--- config.mk ---
export PLATFORM = sky130hd
export DESIGN_NAME = trace_packetizer
export DESIGN_NICKNAME = d
export VERILOG_FILES = /design/src/rtl/trace_packetizer.sv
export SDC_FILE = /design/constraint.sdc
export NUM_CORES = 2
export LEC_CHECK = 0
export CORE_ASPECT_RATIO = 0.75
export CORE_MARGIN = 4
export CORE_UTILIZATION = 35
export DETAILED_ROUTE_END_ITERATION = 8
export DONT_BUFFER_PORTS = 1
export PLACE_DENSITY = 0.45
export SETUP_SLACK_MARGIN = 0.2
export SYNTH_ARGS = -nofsm -noshare
export SYNTH_HDL_FRONTEND = slang
export SYNTH_SLANG_ARGS = --single-unit
--- constraint.sdc ---
create_clock -name clk -period 22.5 [get_ports clk]
set_input_delay 0 -clock clk [delete_from_list [all_inputs] [get_ports clk]]
set_output_delay 0 -clock clk [all_outputs]
set_load 0.03 [all_outputs]
--- src/rtl/trace_packetizer.sv ---
// trace_packetizer: keeps the trace items the filter did not drop, buffers them in a
// FIFO and streams them out as AXI-Stream packets framed by tlast.
module trace_packetizer #(
   parameter int DEPTH        = 16,
   parameter int PACKET_ITEMS = 8,
   parameter int TIMEOUT      = 1024
) (
   input  logic                     clk,
   input  logic                     rst,
   input  logic                     en,
   input  logic                     trace_valid,
   input  logic [63:0]              pc,
   input  logic [31:0]              instr,
   input  logic                     drop_instr,
   input  logic                     flush,
   output logic [95:0]              m_axis_tdata,
   output logic                     m_axis_tvalid,
   input  logic                     m_axis_tready,
   output logic                     m_axis_tlast,
   output logic [31:0]              overflow_count,
   output logic [$clog2(DEPTH):0]   fifo_count
);

   localparam int AW = $clog2(DEPTH);
   localparam int CW = AW + 1;
   localparam int BW = (PACKET_ITEMS > 1) ? $clog2(PACKET_ITEMS) : 1;
   localparam int IW = $clog2(TIMEOUT + 1);
   localparam logic [CW-1:0] FULL_COUNT = CW'(DEPTH);
   localparam logic [BW-1:0] LAST_BEAT  = BW'(PACKET_ITEMS - 1);
   localparam logic [IW-1:0] IDLE_MAX   = IW'(TIMEOUT);

   logic [95:0]   mem [DEPTH];
   logic [AW-1:0] wr_ptr;
   logic [AW-1:0] rd_ptr;
   logic [BW-1:0] beat_cnt;
   logic [IW-1:0] idle_cnt;
   logic          flush_pending;
   logic          held;
   logic          wr_req;
   logic          pop;
   logic          wr_ok;
   logic          timeout_hit;
   logic          present;
   logic          present_last;

   // Output handshake: a beat transfers at a rising edge where tvalid & tready are both 1.
   // Once tvalid rises, tvalid/tdata/tlast stay constant until that transfer happens.
   assign m_axis_tvalid = held;
   assign wr_req        = en & trace_valid & ~drop_instr;
   assign pop           = held & m_axis_tready;
   assign wr_ok         = wr_req & ((fifo_count < FULL_COUNT) | pop);
   assign timeout_hit   = (idle_cnt == IDLE_MAX);

   // A lone item is only sent once the stream has gone quiet or a flush asks for it,
   // so that short bursts still pack into full packets.
   always_comb begin
      present      = 1'b0;
      present_last = 1'b0;
      if (!held) begin
         if (fifo_count >= CW'(2)) begin
            present      = 1'b1;
            present_last = (beat_cnt == LAST_BEAT);
         end else if ((fifo_count == CW'(1)) && (timeout_hit || flush_pending)) begin
            present      = 1'b1;
            present_last = 1'b1;
         end
      end
   end

   always_ff @(posedge clk) begin
      if (wr_ok) begin
         mem[wr_ptr] <= {pc, instr};
      end
   end

   always_ff @(posedge clk) begin
      if (rst) begin
         wr_ptr         <= '0;
         rd_ptr         <= '0;
         fifo_count     <= '0;
         held           <= 1'b0;
         m_axis_tdata   <= '0;
         m_axis_tlast   <= 1'b0;
         beat_cnt       <= '0;
         idle_cnt       <= '0;
         flush_pending  <= 1'b0;
         overflow_count <= '0;
      end else begin
         if (wr_ok) begin
            wr_ptr <= wr_ptr + AW'(1);
         end
         if (pop) begin
            rd_ptr <= rd_ptr + AW'(1);
         end

         unique case ({wr_ok, pop})
            2'b10:   fifo_count <= fifo_count + CW'(1);
            2'b01:   fifo_count <= fifo_count - CW'(1);
            default: fifo_count <= fifo_count;
         endcase

         if (pop) begin
            held     <= 1'b0;
            beat_cnt <= m_axis_tlast ? '0 : beat_cnt + BW'(1);
         end else if (present) begin
            held         <= 1'b1;
            m_axis_tdata <= mem[rd_ptr];
            m_axis_tlast <= present_last;
         end

         if (wr_ok) begin
            idle_cnt <= '0;
         end else if (!timeout_hit) begin
            idle_cnt <= idle_cnt + IW'(1);
         end

         // A new flush request wins over the clear conditions of an older one.
         flush_pending <= flush |
                          (flush_pending & ~(pop & m_axis_tlast) & (fifo_count != '0));

         if (wr_req && !wr_ok && (overflow_count != 32'hFFFF_FFFF)) begin
            overflow_count <= overflow_count + 32'd1;
         end
      end
   end

endmodule

# [After elaboration in Yosys (flattened, before gate mapping)]
# Memory sizes are Yosys's and may differ from the RTL's. A register that Yosys moved wholly into a read port is not among the register bits.
# Index checks and enable logic that the tools add are counted.
[op_classes] bitwise=12 n_reduce_logical=10 n_mux=9 magnitude_cmp=2 addsub=7 eq_ne=6
[ops] op="$add 32x1->32 const B" count=1
[ops] op="$ne 32x32->1 const B" count=1
[ops] op="$add 11x1->11 const B" count=1
[ops] op="$eq 11x11->1 const B" count=1
[ops] op="$pmux 5 s2" count=1
[ops] op="$add 4x1->4 const B" count=2
[ops] op="$and 1x1->1" count=7
[ops] op="$mux 1" count=7
[ops] op="$add 5x1->5 const B" count=1
[ops] op="$eq 5x1->1 const B" count=1
[ops] op="$ge 5x2->1 const B" count=1
[ops] op="$lt 5x5->1 const B" count=1
[ops] op="$reduce_bool 5->1" count=1
[ops] op="$sub 5x1->5 const B" count=1
[ops] op="$reduce_or 2->1" count=2
[ops] op="$add 3x1->3 const B" count=1
[ops] op="$eq 3x3->1 const B" count=1
[ops] op="$logic_and 1x1->1" count=3
[ops] op="$mux 3" count=1
[ops] op="$not 1->1" count=3
[ops] op="$eq 2x1->1 const B" count=1
[ops] op="$eq 2x2->1 const B" count=1
[ops] op="$or 1x1->1" count=2
[ops] op="$reduce_and 2->1" count=1
[ops] op="other kinds (3)" count=3
[word_totals] register_bits=62 memories=1 out_inout_bits=135 ram_bits=1536
[mem_list] name="mem" words=16 width=96 rd=1 rd_clocked_by_memory_dff=1 write_ports=1 line_no="32" text="logic [95:0] mem [DEPTH];"

# [Depth between registers and ports, before layout]
[logic_depth] ltp_word=7 ltp_mapped=10 mapped_depth_nobuf=8

# [Worst setup path after synthesis]
# Ideal clock, no wire load.
[synth_path] path_type="reg2reg" start="register held, in the netlist m_axis_tvalid" end="memory mem[3][0] (enable)" period_less_slack_ns=8.486 path_buffers=1 setup_slack_ns=14.014 arrival_time_ns=7.818 path_stages_with_launch=6 path_cell_list="dfxtp_1 -> a21boi_1 -> nor2b_1 -> clkbuf_1 -> nand2_1 -> nor3_1"
[synth_via] elab_chain_cells=5
[synth_rtl] element="from (decl)" line_no="38" text="logic held;"
[synth_rtl] element="from (signal assigned)" line_no="81" text="held <= 1'b0;"
[synth_rtl] element="from (signal assigned)" line_no="103" text="held <= 1'b0;"
[synth_rtl] element="from (signal assigned)" line_no="106" text="held <= 1'b1;"
[synth_rtl] element="$and 1x1->1" line_no="50" text="assign pop = held & m_axis_tready;"
[synth_rtl] element="$or 1x1->1" line_no="51" text="assign wr_ok = wr_req & ((fifo_count < FULL_COUNT) | pop);"
[synth_rtl] element="$and 1x1->1" line_no="51"
[synth_rtl] element="$mux 1" line_no="71" text="if (wr_ok) begin"
[synth_rtl] element="$mux 1 (implied by the code)" line_no="72" text="mem[wr_ptr] <= {pc, instr};"
[synth_rtl] element="to (decl)" line_no="32"
# No other way between the ends.

# [Worst setup path in the final report]
[layout_path] start="register held, in the netlist m_axis_tvalid" end="memory mem[2][55] (enable)"
# The elaborated chain is that of the path after synthesis.

==> flow_summary_export.csv <==
group,metric,value,unit
timing,maxSlewViolCount,0,
clock_tree,ctsLongestPathBuffers,3,
cells_and_area,syn_to_final_growth,14.9,%
worst_setup_path,cp.required,22.91,ns
synthesis,synth_fa_ha_area_frac,0.00276,
clock_tree,numCtsBuffers,173,
placed_design,port_buffers,0,
cells_and_area,fin_nets,3222,
floorplan,start_util,0.352,
timing,skew,0.0302,ns
timing,fin_ws,17.44,ns
timing,fin_setup_tns,0,ns
timing,finalSetupViolCount,0,
worst_setup_path,slowest_delay,0.90,ns
route,drt-pass1-iter-count,5,
timing,hold_viol,0,
power_and_ir_drop,p_total,6.61,mW
global_routing,grt_antenna_before_repair,25,
route,drt_wl_total,165,mm
timing,maxSlewHeadroom,0.248,
power_and_ir_drop,power.leakage,21.7,nW
global_routing,grt_pass1_vias,32028,
worst_hold_path,hp-start,"m_axis_tready",
worst_hold_path,whs_path_depth,4,
worst_setup_path,cp_max_fo,48,
placed_design,place_ws,17.33,ns
route,wire_per_inst,29.1,µm
placed_design,place_area,0.0665,mm²
worst_setup_path,rrSetupSlack,17.44,ns
timing,rsz0062_at_grt,"false",
synthesis,syn_area,0.0636,mm²
worst_setup_path,crit_path_top_delay_cell,"buf_4",
synthesis,synth_nets,3058,
route,drc,0,
worst_setup_path,crit_arrival,5.47,ns
cells_and_area,fin_area,0.0731,mm²
worst_setup_path,r2r_cells,6,
floorplan,core,0.181,mm²
synthesis,synth_top_family_by_area,"multiplexers",
timing,timing.fmax,197,MHz
synthesis,ys_types,53,
synthesis,yosysSeqAreaShare,0.775,
cells_and_area,final_layout_size_suffix_gt1_frac,0.219,
synthesis,synth_area_per_cell,21.6,µm²
worst_hold_path,hold_class,"primary input to flip-flop",
timing,final.period_utilization,0.225,
synthesis,synth_seq_cells,1694,
synthesis,ys_async_sr_fraction,0,
flow_run,cap_violations,0,
run_status,outcome,"complete, no violations",
cells_and_area,fin_util,0.405,
floorplan,rows,135,
synthesis,synthMuxAreaShare,0.153,
clock_tree,cts_tree,"done",
clock_tree,cts_max_level,4,
placed_design,post-place-cells,5221,
floorplan,die_area,0.189,mm²
worst_setup_path,crit_chain,"a21boi_1, nor2b_1, nand2_1, nor3_2, buf_4, buf_4",
timing,period_needed,5.06,ns
route,vias,30218,
timing,hold_slack,0.160,ns
synthesis,ys.flop_type,"edfxtp_1",
global_routing,grt_pass1_wl,237,mm
global_routing,grt-ovfl-total,0,
placed_design,hpwl,78.5,mm
cells_and_area,finalNonFillerCells,5659,
worst_setup_path,path_class,"flip-flop to flip-flop",
synthesis,synth_compound_area_frac,0.0383,
synthesis,ys_warn_count,0,
global_routing,grt_max_degree,149,
worst_setup_path,critPathCaptureType,"flip-flop",
synthesis,synth_xor_xnor_area_share,0.00331,
clock_tree,clock_sinks,1694,
route,viasPerCell,5.34,
worst_setup_path,critPathTopFamily,"simple AND/OR/NAND/NOR gates",
synthesis,synth-simple-area-share,0.0161,
worst_setup_path,path_common_cell,"buf_4",
worst_setup_path,cp_num_buf_inv,2,
floorplan,ios,238,
clock_tree,clkTransAtPathRegs,0.06,ns
worst_hold_path,min_to,"rd_ptr[1]",
route,antenna_left,0,
floorplan,die_h,377,µm
synthesis,synth_edf_count,1536,
route,drt_iter0_markers,2437,
timing,worstMarginPinSlew,1.13,ns
synthesis,syn-instance-count,2941,
clock_tree,clk-insertion-delay-late,0.81,ns
power_and_ir_drop,ir_drop,0.0605,mV
global_routing,gr-usage-all-layers,0.174,
floorplan,die_x,500,µm
worst_setup_path,r2r_start,"m_axis_tvalid",
placed_design,gp_congestion,0.748,
worst_setup_path,cp-start-kind,"flip-flop",
clock_tree,cts_root_buf,"clkbuf_16",
power_and_ir_drop,power.density,90.5,mW/mm²
worst_setup_path,r2r_end,"mem[2][55]",
## repair_timing
action                                 4_1_cts  5_1_grt
endpoints found under the hold margin     1623        0
gates resized for setup                      0        0
buffers inserted                             0        0
hold buffers                               106        0
## registers in the layout, summed over array words and instances (netlist names)
register / count
m_axis_tlast: 1
fifo_count: 5
wr_ptr: 4
idle_cnt: 11
m_axis_tvalid: 1
flush_pending: 1
mem: 1536
m_axis_tdata: 96
beat_cnt: 3
rd_ptr: 4
overflow_count: 32
## cell type report
cell class	instances	area [µm²]
multi-input combinational	1069	13700
fill	15719	107000
sequential	1694	49300
timing repair buffer	153	1580
clock inverter	92	805
inverter	14	52.6
clock buffer	228	4630
antenna	12	30.0
tap	2397	3000
## report_power, final
part           internal [mW]  switching, mW
clock network           1.57           1.21
registers               3.46         0.0654
logic                  0.144          0.169
## worst register-to-register path: cells and delay by family (launching register included)
kind	cells	cell delay, ns
buffers and inverters	2	1.91
AND/OR/NAND/NOR	3	1.86
flip-flops	1	0.60
AO/OA/AOI/OAI	1	0.26
## logic make-up (layout without fill, tap and decap cells)
kind of cell / count (synthesis) / after routing
AOI/OAI and AO/OA: 353 / 353
xor gates and xnor gates: 24 / 24
adders and majority gates: 14 / 14
buffers and inverters: 178 / 487
DFF: 1694 / 1694
muxes: 488 / 488
other: 0 / 12
and+or+nand+nor: 190 / 190
## synthesized netlist by cell type (13+ instances only)
master / count / area share
edfxtp_1: 1536 / 0.73
mux4_2: 384 / 0.14
dfxtp_1: 158 / 0.050
o21ai_0: 110 / 0.0087
mux2i_1: 99 / 0.016
a22o_1: 96 / 0.013
a22oi_1: 96 / 0.011
clkbuf_1: 85 / 0.0050
nor2_1: 56 / 0.0033
buf_2: 48 / 0.0038
a21oi_1: 30 / 0.0024
buf_1: 25 / 0.0015
nand2_1: 24 / 0.0014
nand3_1: 17 / 0.0013
ha_1: 14 / 0.0028
or3_1: 14 / 0.0014
xor2_1: 14 / 0.0019
inv_1: 13 / 0.00077
## per-layer routing
metal,global-route usage,vias to the layer above,share of wire
met5,0,-,0.00032
met4,0.0382,8,0.019
met3,0.0352,249,0.050
met2,0.288,719,0.49
met1,0.239,16457,0.44
li1,-,12785,-
## placed cells by master (no fill, tap or decap), drive strengths merged, types with 6 or more instances in the layout
cell type    instances
ha                  14
nor3                11
clkbuf             228
mux2i               99
nand3               17
nand4               13
clkinv              68
diode               12
or4                  6
xor2                14
nor4                 7
o21ai              110
edfxtp            1536
inv                 26
dfxtp              158
nand2b               6
a22o                96
and4                 6
mux4               384
dlygate4sd3        105
buf                 48
nor2b                8
and3                 6
a22oi               96
nand2               24
nor2                56
bufinv              10
xnor2               10
or3                 14
a21oi               30
## worst max path at each step
stage	cells after the start	slack, ns	to	from
floorplan	5	14.01	mem[3][0]	m_axis_tvalid
global placement	7	17.45	m_axis_tdata[30]	rd_ptr[0]
detailed placement	6	17.33	mem[2][63]	m_axis_tvalid
CTS	6	17.29	mem[2][55]	m_axis_tvalid
global route	7	17.07	m_axis_tdata[36]	rd_ptr[0]
finish	6	17.44	mem[2][55]	m_axis_tvalid
No activity file was read; power rests on OpenSTA's default activity.
